[config.mk]
export PLATFORM = sky130hd
export DESIGN_NAME = shift_counter_gen
export DESIGN_NICKNAME = d
export VERILOG_FILES = /design/src/rtl/shift_counter_gen.sv
export SDC_FILE = /design/constraint.sdc
export NUM_CORES = 1
export LEC_CHECK = 0
export ABC_CLOCK_PERIOD_IN_PS = 4000
export BUFFER_PORTS_ARGS = -buffer_cell sky130_fd_sc_hd__buf_2
export CORE_MARGIN = 10
export CORE_UTILIZATION = 48
export DETAILED_ROUTE_END_ITERATION = 10
export PLACE_DENSITY = 0.78
export SYNTH_ARGS = -nofsm -noshare
export SYNTH_HDL_FRONTEND = slang
export SYNTH_SLANG_ARGS = --single-unit
export TNS_END_PERCENT = 50
[constraint.sdc]
create_clock -name i_clk -period 4 [get_ports i_clk]
set_input_delay 0.8 -clock i_clk [delete_from_list [all_inputs] [get_ports i_clk]]
set_output_delay 0.8 -clock i_clk [all_outputs]
set_load 0.03 [all_outputs]
[src/rtl/shift_counter_gen.sv]
// ---------------------------------------------------------------------------
// shift_counter_gen
//
// Parametrised Johnson / ring shift counter used as a phase or sequence
// generator. The mode, shift direction, parallel load and enable are selected
// at run time. The block also detects illegal states, with optional
// self-correction, decodes the current state index and produces a wrap pulse.
//
// Parameters
//   WIDTH        counter width in bits (>= 2)
//   SELF_CORRECT 1: an enabled step on an illegal state reloads the mode reset
//                value; 0: an illegal state is shifted like any other value
//
// Ports
//   i_clk        rising-edge clock
//   i_rst        synchronous reset, active-high
//   i_en         advance one step this cycle
//   i_mode       0 = Johnson (2*WIDTH states), 1 = ring (WIDTH states)
//   i_dir        0 = shift toward LSB (new bit enters at MSB),
//                1 = shift toward MSB (new bit enters at LSB)
//   i_load       parallel load of i_load_val (overrides i_en)
//   i_load_val   value loaded when i_load = 1
//   o_count      registered counter state
//   o_state_idx  combinational decode of o_count, 0 when illegal
//   o_illegal    combinational, o_count is not legal for the current mode
//   o_wrap       registered one-cycle pulse, a legal enabled shift has just
//                entered state index 0
// ---------------------------------------------------------------------------
module shift_counter_gen #(
    parameter int unsigned WIDTH        = 4,
    parameter bit          SELF_CORRECT = 1'b1,
    localparam int unsigned IW          = $clog2(2 * WIDTH)
) (
    input  logic             i_clk,
    input  logic             i_rst,
    input  logic             i_en,
    input  logic             i_mode,
    input  logic             i_dir,
    input  logic             i_load,
    input  logic [WIDTH-1:0] i_load_val,
    output logic [WIDTH-1:0] o_count,
    output logic [IW-1:0]    o_state_idx,
    output logic             o_illegal,
    output logic             o_wrap
);

    // Decode a counter value for the given mode.
    // Returns {illegal, state_idx}; state_idx is forced to 0 when illegal.
    function automatic logic [IW:0] f_decode(input logic [WIDTH-1:0] v, input logic m);
        logic             ok;
        logic [IW-1:0]    idx;
        logic [WIDTH-1:0] pat;
        int unsigned      ones;
        ok   = 1'b0;
        idx  = '0;
        pat  = '0;
        ones = 0;
        if (!m) begin
            // pat holds k ones from the MSB. Its inverse is the trailing-ones
            // form with WIDTH-k ones, whose index is 2*WIDTH-(WIDTH-k).
            for (int k = 0; k <= int'(WIDTH); k++) begin
                for (int b = 0; b < int'(WIDTH); b++) begin
                    pat[b] = (b >= int'(WIDTH) - k);
                end
                if (v == pat) begin
                    ok  = 1'b1;
                    idx = IW'(k);
                end
                if ((k > 0) && (k < int'(WIDTH)) && (v == ~pat)) begin
                    ok  = 1'b1;
                    idx = IW'(int'(WIDTH) + k);
                end
            end
        end else begin
            for (int b = 0; b < int'(WIDTH); b++) begin
                if (v[b]) begin
                    ones = ones + 1;
                    idx  = IW'(int'(WIDTH) - 1 - b);
                end
            end
            ok = (ones == 1);
        end
        if (!ok) begin
            idx = '0;
        end
        return {~ok, idx};
    endfunction

    logic [WIDTH-1:0] r_count;
    logic             r_wrap;

    logic [WIDTH-1:0] w_count_d;
    logic             w_wrap_d;
    logic [WIDTH-1:0] w_rv;
    logic [WIDTH-1:0] w_shift;
    logic [IW:0]      w_dec;
    logic [IW:0]      w_shift_dec;

    // Mode reset value: Johnson all zeros, ring a single one in the MSB.
    assign w_rv = i_mode ? {1'b1, {(WIDTH - 1){1'b0}}} : '0;

    always_comb begin
        w_shift = r_count;
        unique case ({i_mode, i_dir})
            2'b00: w_shift = {~r_count[0], r_count[WIDTH-1:1]};
            2'b01: w_shift = {r_count[WIDTH-2:0], ~r_count[WIDTH-1]};
            2'b10: w_shift = {r_count[0], r_count[WIDTH-1:1]};
            2'b11: w_shift = {r_count[WIDTH-2:0], r_count[WIDTH-1]};
            default: w_shift = r_count;
        endcase
    end

    assign w_dec       = f_decode(r_count, i_mode);
    assign w_shift_dec = f_decode(w_shift, i_mode);

    // Priority: reset > load > enable. Wrap only follows a shift from a legal
    // state; correction steps and loads never raise it.
    always_comb begin
        w_count_d = r_count;
        w_wrap_d  = 1'b0;
        if (i_rst) begin
            w_count_d = w_rv;
        end else if (i_load) begin
            w_count_d = i_load_val;
        end else if (i_en) begin
            if (w_dec[IW] && SELF_CORRECT) begin
                w_count_d = w_rv;
            end else begin
                w_count_d = w_shift;
                w_wrap_d  = ~w_dec[IW] & ~w_shift_dec[IW] & (w_shift_dec[IW-1:0] == '0);
            end
        end
    end

    always_ff @(posedge i_clk) begin
        r_count <= w_count_d;
        r_wrap  <= w_wrap_d;
    end

    assign o_count     = r_count;
    assign o_wrap      = r_wrap;
    assign o_illegal   = w_dec[IW];
    assign o_state_idx = w_dec[IW-1:0];

endmodule
==> impl_metrics.json <==
{
  "yosys_most_used_dff": "edfxtp_1",
  "p_int_uw": 170,
  "hold_violations": 0,
  "areaGrowthSynthToFinish_pct": 17.7,
  "design.core.area_mm2": 0.00156,
  "rr_worst_depth": 8,
  "dp_hpwl_mm": 1.69,
  "switching_share_pct": 44.8,
  "wl_mm": 2.26,
  "grt_pass1_vias": 813,
  "min_period_ns": 3.75,
  "critical_path_class": "reg2out",
  "htreeDepth": 1,
  "start_util_pct": 52.2,
  "setup_viol": 0,
  "worstReg2RegEnd": "o_count[0]$_SDFFCE_PP0P_",
  "die_w_um": 61.2,
  "synth_edf_count": 4,
  "cts_tree": "done",
  "skew_ns": 0.00312,
  "setup_tns_ns": 0,
  "routedWlPerCell_um": 16.2,
  "yosys_warnings": 0,
  "drive_above_1_share_pct": 27.4,
  "max_freq_mhz": 266,
  "boundaryPins": 19,
  "regToRegSetupSlack_ns": 1.18,
  "grt-ovfl-total": 0,
  "synth-seq-cells": 5,
  "worstPathMaxFanout": 7,
  "clk_pin_slew_ns": 0.05,
  "syn_inst": 103,
  "async_flop_share_pct": 0,
  "switchingPower_uw": 137,
  "clkSinkCount": 5,
  "critPathArrivalTime_ns": 2.95,
  "ys_top_cells_by_area": "edfxtp_1 (15%), ha_1 (9.2%), a21oi_1 (6.8%), nor2_1 (5.5%), a32o_1 (3.7%)",
  "rsz0062_at_grt": "false",
  "power_frac_comb_pct": 55.9,
  "p_seq_share_pct": 24.5,
  "yosysSeqAreaShare_pct": 17.2,
  "insertion_delay_ns": 0.25,
  "cts_buffers": 3,
  "status": "finished, final reports clean",
  "ir_worst_vdd_mv": 0.211,
  "nNetsFinal": 141,
  "worstPathRequired_ns": 3.20,
  "detail_route.first_pass.iterations": 4,
  "yosysUniqueCellTypes": 46,
  "grt_usage_pct": 12.2,
  "drtIter0Drc": 15,
  "routabilityCongestion": 0.779,
  "syn_nets": 119,
  "hold_class": "reg2reg",
  "num_rows": 14,
  "synth_top_area_cell": "edfxtp_1",
  "die_h_um": 61.2,
  "yosysMostFrequentCell": "nor2_1",
  "setup.worst_path.start": "o_count[0]$_SDFFCE_PP0P_",
  "place_area_um2": 896,
  "antenna_found_initial": 0,
  "max-cap-violations": 0,
  "drc": 0,
  "synth_commonest_cells": "nor2_1 (12), a21oi_1 (11), ha_1 (6), nand2_1 (6), edfxtp_1 (4)",
  "powerDensity_mw_per_mm2": 320,
  "grt_first_pass_wirelength_mm": 3.60,
  "leakage_nw": 0.407,
  "drtAntennaViolNets": 0,
  "vias": 854,
  "fin_crit_sh_pct": 93.8,
  "antenna_cells": 0,
  "grt_max_degree": 24,
  "root_buffer": "clkbuf_4",
  "via_per_inst": 6.10,
  "avgSynthCellArea_um2": 7.91,
  "clock_power_share_pct": 19.5,
  "cp-end-kind": "output port",
  "endpoint": "o_state_idx[0]",
  "port_buffers": 18,
  "dieArea_mm2": 0.00374,
  "fin_hold_ws_ns": 0.809,
  "synth_top_area_share_pct": 14.7,
  "reg2reg_from": "o_count[0]$_SDFFCE_PP0P_",
  "slew_viol_final": 0,
  "clockBufferDepth": 2,
  "final_area_um2": 958,
  "netlist_area_um2": 815,
  "worstMarginPinSlew_ns": 0.688,
  "max_slew_margin_pct": 54.2,
  "startpoint_type": "flop"
}
[logic make-up after synthesis]
kind of cell,share of synthesized area [%]
buffers and inverters,7.53
muxes,3.84
and+or+nand+nor,31.0
DFF,17.2
adders and majority gates,11.7
xor gates and xnor gates,5.38
AOI/OAI and AO/OA,23.4
[power by group through the flow]
stage | Clock [mW] | Sequential, mW | Combinational (mW)
after global placement | 0 | 0.0756 | 0.157
after CTS | 0.0628 | 0.0753 | 0.163
final | 0.0600 | 0.0753 | 0.172
after global routing | 0.0650 | 0.0764 | 0.189
after detailed placement | 0 | 0.0762 | 0.163
after floorplan | 0 | 0.0776 | 0.125
[per-layer routing]
layer	vias to the layer above	global-route usage [%]	routed length [um]
met5	-	0	0
met4	0	4.23	22
met3	4	3.29	127
met2	20	20.4	1140
met1	399	14.6	972
li1	431	-	-
[worst min-delay path by stage]
stage                                   startpoint                        to  slack (ns)  cells past startpoint
after CTS                 o_count[1]$_SDFFCE_PP0P_         o_wrap$_SDFF_PP0_        0.81                      4
after global routing                 i_load_val[1]  o_count[1]$_SDFFCE_PP0P_        0.87                      2
after floorplan           o_count[1]$_SDFFCE_PP0P_         o_wrap$_SDFF_PP0_        0.96                      4
after detailed placement  o_count[1]$_SDFFCE_PP0P_         o_wrap$_SDFF_PP0_        0.80                      4
after global placement    o_count[1]$_SDFFCE_PP0P_         o_wrap$_SDFF_PP0_        0.77                      4
final                     o_count[1]$_SDFFCE_PP0P_         o_wrap$_SDFF_PP0_        0.81                      4
[what timing repair did]
item,CTS,global route
resized for setup,0,1
hold buffers,0,0
setup buffers,0,4
endpoints found under the setup margin,0,3
[final cells by class]
type | instances | area, um^2
multi-input cells | 87 | 619
fillers | 145 | 601
flip-flops and latches | 5 | 140
repair buffers | 24 | 135
clock buffers | 4 | 26.3
well taps | 16 | 20.0
inverters | 4 | 17.5
[registers in the layout, indices dropped and copies added (netlist names)]
signal	cells
o_count	4
o_wrap	1
[critical path, stage by stage (launching register included)]
cell      delay (ns)
edfxtp_1        0.46
inv_1           0.17
ha_1            0.43
xor2_1          0.18
ha_1            0.36
and4b_1         0.22
nor4_2          0.34
o21ai_2         0.14
nand2_1         0.17
nor2_1          0.06
buf_2           0.17
[through the flow]
step	power (mW)	utilization [%]	std cells	setup slack (ns)
after detailed placement	0.239	57.5	132	0.365
after floorplan	0.203	-	103	0.169
after global routing	0.330	61.5	140	0.0724
after CTS	0.301	59.1	136	0.0997
final	0.307	61.5	140	0.247
after global placement	0.233	57.5	132	0.502
[layout by cell type (no fill, tap or decap), types with 2 or more instances in the layout]
| master | count |
|---|---|
| buf_2 | 18 |
| edfxtp_1 | 4 |
| xnor2_1 | 2 |
| mux2i_1 | 2 |
| maj3_1 | 2 |
| o21ai_0 | 2 |
| ha_1 | 6 |
| clkbuf_4 | 3 |
| o21ai_1 | 2 |
| nor2_1 | 12 |
| a21oi_1 | 11 |
| a32o_1 | 3 |
| nor2b_1 | 2 |
| buf_4 | 6 |
| or4_1 | 2 |
| nor3b_1 | 3 |
| nand3_1 | 2 |
| xor2_1 | 3 |
| nor3_1 | 3 |
| inv_1 | 3 |
| nand2_1 | 6 |
(Power assumes the default switching activity.)
